## src/rtl/octal_ram_mr_readback.sv

```systemverilog
// Mode-register bring-up sequencer: writes the MR group, reads back the read group and flags mismatches.
// Optional MR_RD_CAPTURE_EN adds a per-read capture array readable through iCapSel/oCapData.
module octal_ram_mr_readback #(
    parameter int WR_FIRST = 0,
    parameter int WR_NUM   = 4,
    parameter int RD_FIRST = 4,
    parameter int RD_NUM   = 6,
    parameter int TIMEOUT  = 255
) (
    input  logic       iClk,
    input  logic       iRst_N,
    input  logic       iStart,
    output logic [7:0] oCfgNo,
    input  logic [7:0] iCfgAddr,
    input  logic [7:0] iCfgData,
    output logic       oCmdReq,
    output logic       oCmdWr,
    output logic [7:0] oCmdAddr,
    output logic [7:0] oCmdData,
    input  logic       iCmdAck,
    input  logic       iRdValid,
    input  logic [7:0] iRdData,
    output logic       oBusy,
    output logic       oDone,
    output logic       oPass,
    output logic       oTimeout,
`ifdef MR_RD_CAPTURE_EN
    input  logic [2:0] iCapSel,
    output logic [7:0] oCapData,
`endif
    output logic [7:0] oErrMask
);
    typedef enum logic [2:0] {
        S_IDLE, S_WR_REQ, S_WR_WAIT, S_RD_REQ, S_RD_WAIT, S_RD_DATA, S_DONE
    } state_t;

    localparam logic [2:0] WR_LAST  = 3'(WR_NUM - 1);
    localparam logic [2:0] RD_LAST  = 3'(RD_NUM - 1);
    localparam logic [7:0] TMO_LAST = 8'(TIMEOUT - 1);

    state_t     state_reg, state_next;
    logic [7:0] cfg_no_reg, cfg_no_next;
    logic       req_reg, req_next;
    logic       wr_reg, wr_next;
    logic [7:0] addr_reg, addr_next;
    logic [7:0] data_reg, data_next;
    logic [2:0] wr_idx_reg, wr_idx_next;
    logic [2:0] rd_idx_reg, rd_idx_next;
    logic [7:0] tmo_reg, tmo_next;
    logic       done_reg, done_next;
    logic       timeout_reg, timeout_next;
    logic [7:0] err_reg, err_next;

    logic [7:0]        sh_addr_reg [WR_NUM];
    logic [7:0]        sh_data_reg [WR_NUM];
    logic [WR_NUM-1:0] sh_vld_reg;
    logic [WR_NUM-1:0] hit;
    logic              sh_we, sh_clr, rd_take, exp_hit;
    logic [7:0]        exp_data;

    // A read MA is compared only against slots written during this run.
    generate
        for (genvar gi = 0; gi < WR_NUM; gi++) begin : g_hit
            assign hit[gi] = sh_vld_reg[gi] && (sh_addr_reg[gi] == addr_reg);
        end
    endgenerate

    // Later writes to the same MA override earlier ones.
    always_comb begin
        exp_hit  = 1'b0;
        exp_data = 8'h00;
        for (int j = 0; j < WR_NUM; j++) begin
            if (hit[j]) begin
                exp_hit  = 1'b1;
                exp_data = sh_data_reg[j];
            end
        end
    end

    always_comb begin
        state_next   = state_reg;
        cfg_no_next  = cfg_no_reg;
        req_next     = req_reg;
        wr_next      = wr_reg;
        addr_next    = addr_reg;
        data_next    = data_reg;
        wr_idx_next  = wr_idx_reg;
        rd_idx_next  = rd_idx_reg;
        tmo_next     = tmo_reg;
        done_next    = done_reg;
        timeout_next = timeout_reg;
        err_next     = err_reg;
        sh_we        = 1'b0;
        sh_clr       = 1'b0;
        rd_take      = 1'b0;
        case (state_reg)
            S_IDLE, S_DONE: begin
                if (iStart) begin
                    done_next    = 1'b0;
                    timeout_next = 1'b0;
                    err_next     = 8'h00;
                    cfg_no_next  = 8'(WR_FIRST);
                    wr_idx_next  = 3'd0;
                    rd_idx_next  = 3'd0;
                    sh_clr       = 1'b1;
                    state_next   = S_WR_REQ;
                end
            end
            S_WR_REQ: begin
                addr_next  = iCfgAddr;
                data_next  = iCfgData;
                wr_next    = 1'b1;
                req_next   = 1'b1;
                sh_we      = 1'b1;
                tmo_next   = 8'd0;
                state_next = S_WR_WAIT;
            end
            S_RD_REQ: begin
                addr_next  = iCfgAddr;
                data_next  = 8'h00;
                wr_next    = 1'b0;
                req_next   = 1'b1;
                tmo_next   = 8'd0;
                state_next = S_RD_WAIT;
            end
            S_WR_WAIT, S_RD_WAIT, S_RD_DATA: begin
                if (state_reg == S_WR_WAIT && iCmdAck) begin
                    req_next = 1'b0;
                    if (wr_idx_reg == WR_LAST) begin
                        cfg_no_next = 8'(RD_FIRST);
                        state_next  = S_RD_REQ;
                    end else begin
                        cfg_no_next = cfg_no_reg + 8'd1;
                        wr_idx_next = wr_idx_reg + 3'd1;
                        state_next  = S_WR_REQ;
                    end
                end else if (state_reg == S_RD_WAIT && iCmdAck) begin
                    req_next = 1'b0;
                    if (iRdValid) begin
                        rd_take = 1'b1;
                    end else begin
                        tmo_next   = 8'd0;
                        state_next = S_RD_DATA;
                    end
                end else if (state_reg == S_RD_DATA && iRdValid) begin
                    rd_take = 1'b1;
                end else if (tmo_reg == TMO_LAST) begin
                    timeout_next = 1'b1;
                    req_next     = 1'b0;
                    done_next    = 1'b1;
                    state_next   = S_DONE;
                end else begin
                    tmo_next = tmo_reg + 8'd1;
                end
            end
            default: state_next = S_IDLE;
        endcase
        if (rd_take) begin
            if (exp_hit && (iRdData != exp_data))
                err_next[rd_idx_reg] = 1'b1;
            if (rd_idx_reg == RD_LAST) begin
                done_next  = 1'b1;
                state_next = S_DONE;
            end else begin
                rd_idx_next = rd_idx_reg + 3'd1;
                cfg_no_next = cfg_no_reg + 8'd1;
                state_next  = S_RD_REQ;
            end
        end
    end

    always_ff @(posedge iClk or negedge iRst_N) begin
        if (!iRst_N) begin
            state_reg   <= S_IDLE;
            cfg_no_reg  <= 8'h00;
            req_reg     <= 1'b0;
            wr_reg      <= 1'b0;
            addr_reg    <= 8'h00;
            data_reg    <= 8'h00;
            wr_idx_reg  <= 3'd0;
            rd_idx_reg  <= 3'd0;
            tmo_reg     <= 8'd0;
            done_reg    <= 1'b0;
            timeout_reg <= 1'b0;
            err_reg     <= 8'h00;
        end else begin
            state_reg   <= state_next;
            cfg_no_reg  <= cfg_no_next;
            req_reg     <= req_next;
            wr_reg      <= wr_next;
            addr_reg    <= addr_next;
            data_reg    <= data_next;
            wr_idx_reg  <= wr_idx_next;
            rd_idx_reg  <= rd_idx_next;
            tmo_reg     <= tmo_next;
            done_reg    <= done_next;
            timeout_reg <= timeout_next;
            err_reg     <= err_next;
        end
    end

    always_ff @(posedge iClk or negedge iRst_N) begin
        if (!iRst_N) begin
            sh_vld_reg <= '0;
            for (int j = 0; j < WR_NUM; j++) begin
                sh_addr_reg[j] <= 8'h00;
                sh_data_reg[j] <= 8'h00;
            end
        end else if (sh_clr) begin
            sh_vld_reg <= '0;
        end else if (sh_we) begin
            for (int j = 0; j < WR_NUM; j++) begin
                if (wr_idx_reg == 3'(j)) begin
                    sh_vld_reg[j]  <= 1'b1;
                    sh_addr_reg[j] <= iCfgAddr;
                    sh_data_reg[j] <= iCfgData;
                end
            end
        end
    end

`ifdef MR_RD_CAPTURE_EN
    logic [7:0] cap_reg [8];

    always_ff @(posedge iClk or negedge iRst_N) begin
        if (!iRst_N) begin
            for (int j = 0; j < 8; j++) cap_reg[j] <= 8'h00;
        end else if (sh_clr) begin
            for (int j = 0; j < 8; j++) cap_reg[j] <= 8'h00;
        end else if (rd_take) begin
            cap_reg[rd_idx_reg] <= iRdData;
        end
    end

    assign oCapData = ({1'b0, iCapSel} < 4'(RD_NUM)) ? cap_reg[iCapSel] : 8'h00;
`endif

    assign oCfgNo   = cfg_no_reg;
    assign oCmdReq  = req_reg;
    assign oCmdWr   = wr_reg;
    assign oCmdAddr = addr_reg;
    assign oCmdData = data_reg;
    assign oBusy    = (state_reg != S_IDLE) && (state_reg != S_DONE);
    assign oDone    = done_reg;
    assign oPass    = done_reg && (err_reg == 8'h00) && !timeout_reg;
    assign oTimeout = timeout_reg;
    assign oErrMask = err_reg;
endmodule

```

## config.mk

```make
export PLATFORM = sky130hd
export DESIGN_NAME = octal_ram_mr_readback
export DESIGN_NICKNAME = d
export VERILOG_FILES = /design/src/rtl/octal_ram_mr_readback.sv
export SDC_FILE = /design/constraint.sdc
export NUM_CORES = 1
export LEC_CHECK = 0
export BUFFER_PORTS_ARGS = -buffer_cell sky130_fd_sc_hd__buf_2
export CAP_MARGIN = 20
export CORE_UTILIZATION = 52
export DETAILED_ROUTE_END_ITERATION = 12
export PLACE_DENSITY = 0.71
export SLEW_MARGIN = 30
export SYNTH_ARGS = -nofsm -noshare
export SYNTH_HDL_FRONTEND = slang
export SYNTH_SLANG_ARGS = --single-unit
```

## constraint.sdc

```tcl
create_clock -name iClk -period 3.45 [get_ports iClk]
set_clock_uncertainty 0.2 [all_clocks]
set_input_delay 0.69 -clock iClk [delete_from_list [all_inputs] [get_ports iClk]]
set_output_delay 0.69 -clock iClk [all_outputs]
set_load 0.05 [all_outputs]
```

==> impl_metrics.yaml <==
timing:
  max_freq_mhz: 310
  layout_setup_ws_ns: 0.228
  finalCritPeriodShare_pct: 93.4
  setup_violations: 0
  fin_worst_hold_slack_ns: 0.117
  rsz0062_at_grt: "false"
  hold_violations: 0
  min_period_ns: 3.22
  max_slew_margin_pct: 40.2
  maxSlewViolCount: 0
  finalSetupTns_ns: 0
  worst_slew_pin_slew_ns: 0.894
finish:
  syn2layout_area_growth_pct: 16.0
  final_util_pct: 62.3
  n_fill_cell: 1005
  multiInputGateArea_um2: 3260
  seqCellArea_um2: 3030
  drive_gt1_share_pct: 29.5
  nets: 710
  diodes: 0
logic_synthesis:
  async_flop_share_pct: 100
  syn_nets: 651
  synthTopCellsByArea: "dfrtp_1, mux2_2, nand2_1"
  synth_top_area_share_pct: 46.6
  netlist_area_um2: 6500
  postSynthCellCount: 612
  synth-seq-cells: 121
  yosysUniqueCellTypes: 66
  syn_area_per_cell_um2: 10.6
  seq_area_frac_synth_pct: 46.6
  yosysMostFrequentCell: "dfrtp_1"
  synth_edf_count: 0
  synth_area_leader_cell: "dfrtp_1"
  yosys_warnings: 0
  synth_commonest_cells: "dfrtp_1, mux2_2, nand2_1"
  synth-main-ff-cell: "dfrtp_1"
global_routing:
  first_global_vias: 4979
  gr-usage-all-layers_pct: 25.3
  gr-total-overflow: 0
  antenna_found_initial: 0
  grt_max_degree: 56
  grt_pass1_wl_mm: 25.0
clock_network:
  numCtsBuffers: 17
  cts.clk_slew.worst_paths_ns: 0.05
  cts_setup_buffers: 0
  tritoncts: "yes"
  cts.sinks: 121
  cts-root-buf: "clkbuf_16"
  cts_hold_buf: 0
  cts_htree_levels: 4
  cts-resized-gates: 0
  cts_max_path_buffers: 2
  clkLatencyLatePin_ns: 0.42
floorplanning:
  die_area_um2: 13000
  die_width_um: 114
  initial_core_util_pct: 53.7
  core_um2: 12100
  die_h_um: 114
  ios: 67
  rows: 40
route:
  m1WireLength_mm: 6.94
  met3_length_um: 706
  drtIter0Drc: 373
  dr.pass1.iters: 5
  drt-vias-per-instance: 5.88
  detail-route-antenna-nets: 0
  drc: 0
  wl_met2_mm: 7.23
  highest_layer: "met4"
  wirelength_mm: 15.1
  num_vias: 5013
  wl_per_cell_um: 17.8
placed_design:
  io_buffers: 66
  preCtsSetupSlack_ns: 0.236
  place_congestion: 0.883
  dp_hpwl_mm: 10.6
worst_setup_path:
  crit_buf_inv: 0
  cpMostUsedCell: "o21ai_1"
  cp_slowest_cell: "a2111oi_0"
  arrival_ns: 3.30
  endpoint_kind: "register"
  critPathMaxStageDelay_ns: 0.55
  start_kind: "register"
  worstSetupPathType: "register to register"
  critPathRequiredTime_ns: 3.52
  path_max_fanout: 8
  crit_family: "compound AO/OA/AOI/OAI gates"
  cp_cell_sequence: "xnor2_1 > nand4_1 > a2111oi_0 > a41oi_1 > o211ai_1 > o21ai_1 > a2111oi_4 > o21ai_1"
outcome:
  status: "finished clean"
pwr:
  vdd_drop_max_mv: 0.496
  power_uw: 7000
  p_per_area_nw_per_um2: 928
  leakagePower_uw: 0.00333
min_path:
  hp-class: "input port to async pin"
run:
  maxCapViolCount: 0
-- stage by stage --
| stage | instance area, um^2 | instances |
|---|---|---|
| after floorplan | 6500 | 612 |
| after global placement | 6950 | 820 |
| after detailed placement | 6960 | 820 |
| after CTS | 7520 | 852 |
| after global routing | 7540 | 852 |
| final | 7540 | 852 |
-- logic make-up after synthesis --
group	after synthesis	share of synthesized area, %
AOI/OAI and AO/OA	127	13.6
DFF	121	46.6
adders and majority gates	10	1.92
and+or+nand+nor	185	15.7
buffers and inverters	54	3.71
xor gates and xnor gates	37	5.10
muxes	78	13.4
-- final cells by class --
type / instances / share of cell area, %
Tap cell: 168 / 2.79
Inverter: 21 / 1.05
Clock buffer: 21 / 6.24
Clock inverter: 11 / 1.26
Sequential cell: 121 / 40.1
Multi-Input combinational cell: 437 / 43.2
Timing Repair Buffer: 73 / 5.28
-- cell usage in the layout (no fill, tap or decap), types with 3 or more instances in the layout --
master	n
inv_1	21
ha_1	10
clkbuf_8	3
o31ai_1	6
and2_1	4
clkinvlp_4	3
buf_4	7
a21oi_1	14
mux2_2	73
a211o_1	5
xor2_1	18
o21ai_1	8
a21o_1	3
or3_1	7
o211ai_1	8
mux2i_1	5
buf_2	65
a41oi_1	5
o211a_1	5
xnor2_1	17
and3_1	5
a31oi_1	7
clkinv_2	5
or2_2	7
clkbuf_16	17
nand2_1	49
a22o_1	3
or4_1	4
nand4_1	18
nor2_1	23
nor3_1	11
dfrtp_1	121
a2111oi_1	3
nand3_1	17
o21ai_0	35
o2111ai_1	5
nand2b_1	17
-- report_power, final --
part	internal [uW]	switching, uW
logic	1080	1740
clock network	1040	638
registers	1970	536
total	4090	2920
-- final timing paths --
kind | from | to | slack, ns | cells past startpoint
hold / removal | iRst_N | sh_data_reg[3]$_DFFE_PN0P_ | 0.12 | 1
setup / recovery | oCmdAddr[7]$_DFFE_PN0P_ | oErrMask[2]$_DFF_PN0_ | 0.23 | 8
setup reg to reg | oCmdAddr[7]$_DFFE_PN0P_ | oErrMask[2]$_DFF_PN0_ | 0.23 | 8
min in group iClk | oCmdData[2]$_DFFE_PN0P_ | oCmdData[2]$_DFFE_PN0P_ | 0.27 | 2
hold reg to reg | oCmdData[2]$_DFFE_PN0P_ | oCmdData[2]$_DFFE_PN0P_ | 0.27 | 2
max in group asynchronous | iRst_N | sh_addr_reg[31]$_DFFE_PN0P_ | 2.20 | 2
-- metal layers --
| metal | up-vias | GRT usage, % |
|---|---|---|
| met2 | 145 | 40.9 |
| met1 | 2485 | 33.3 |
| met4 | 0 | 8.83 |
| met3 | 22 | 6.32 |
| li1 | 2361 | - |
| met5 | - | 0 |
Power figures use the tool's default switching activity.
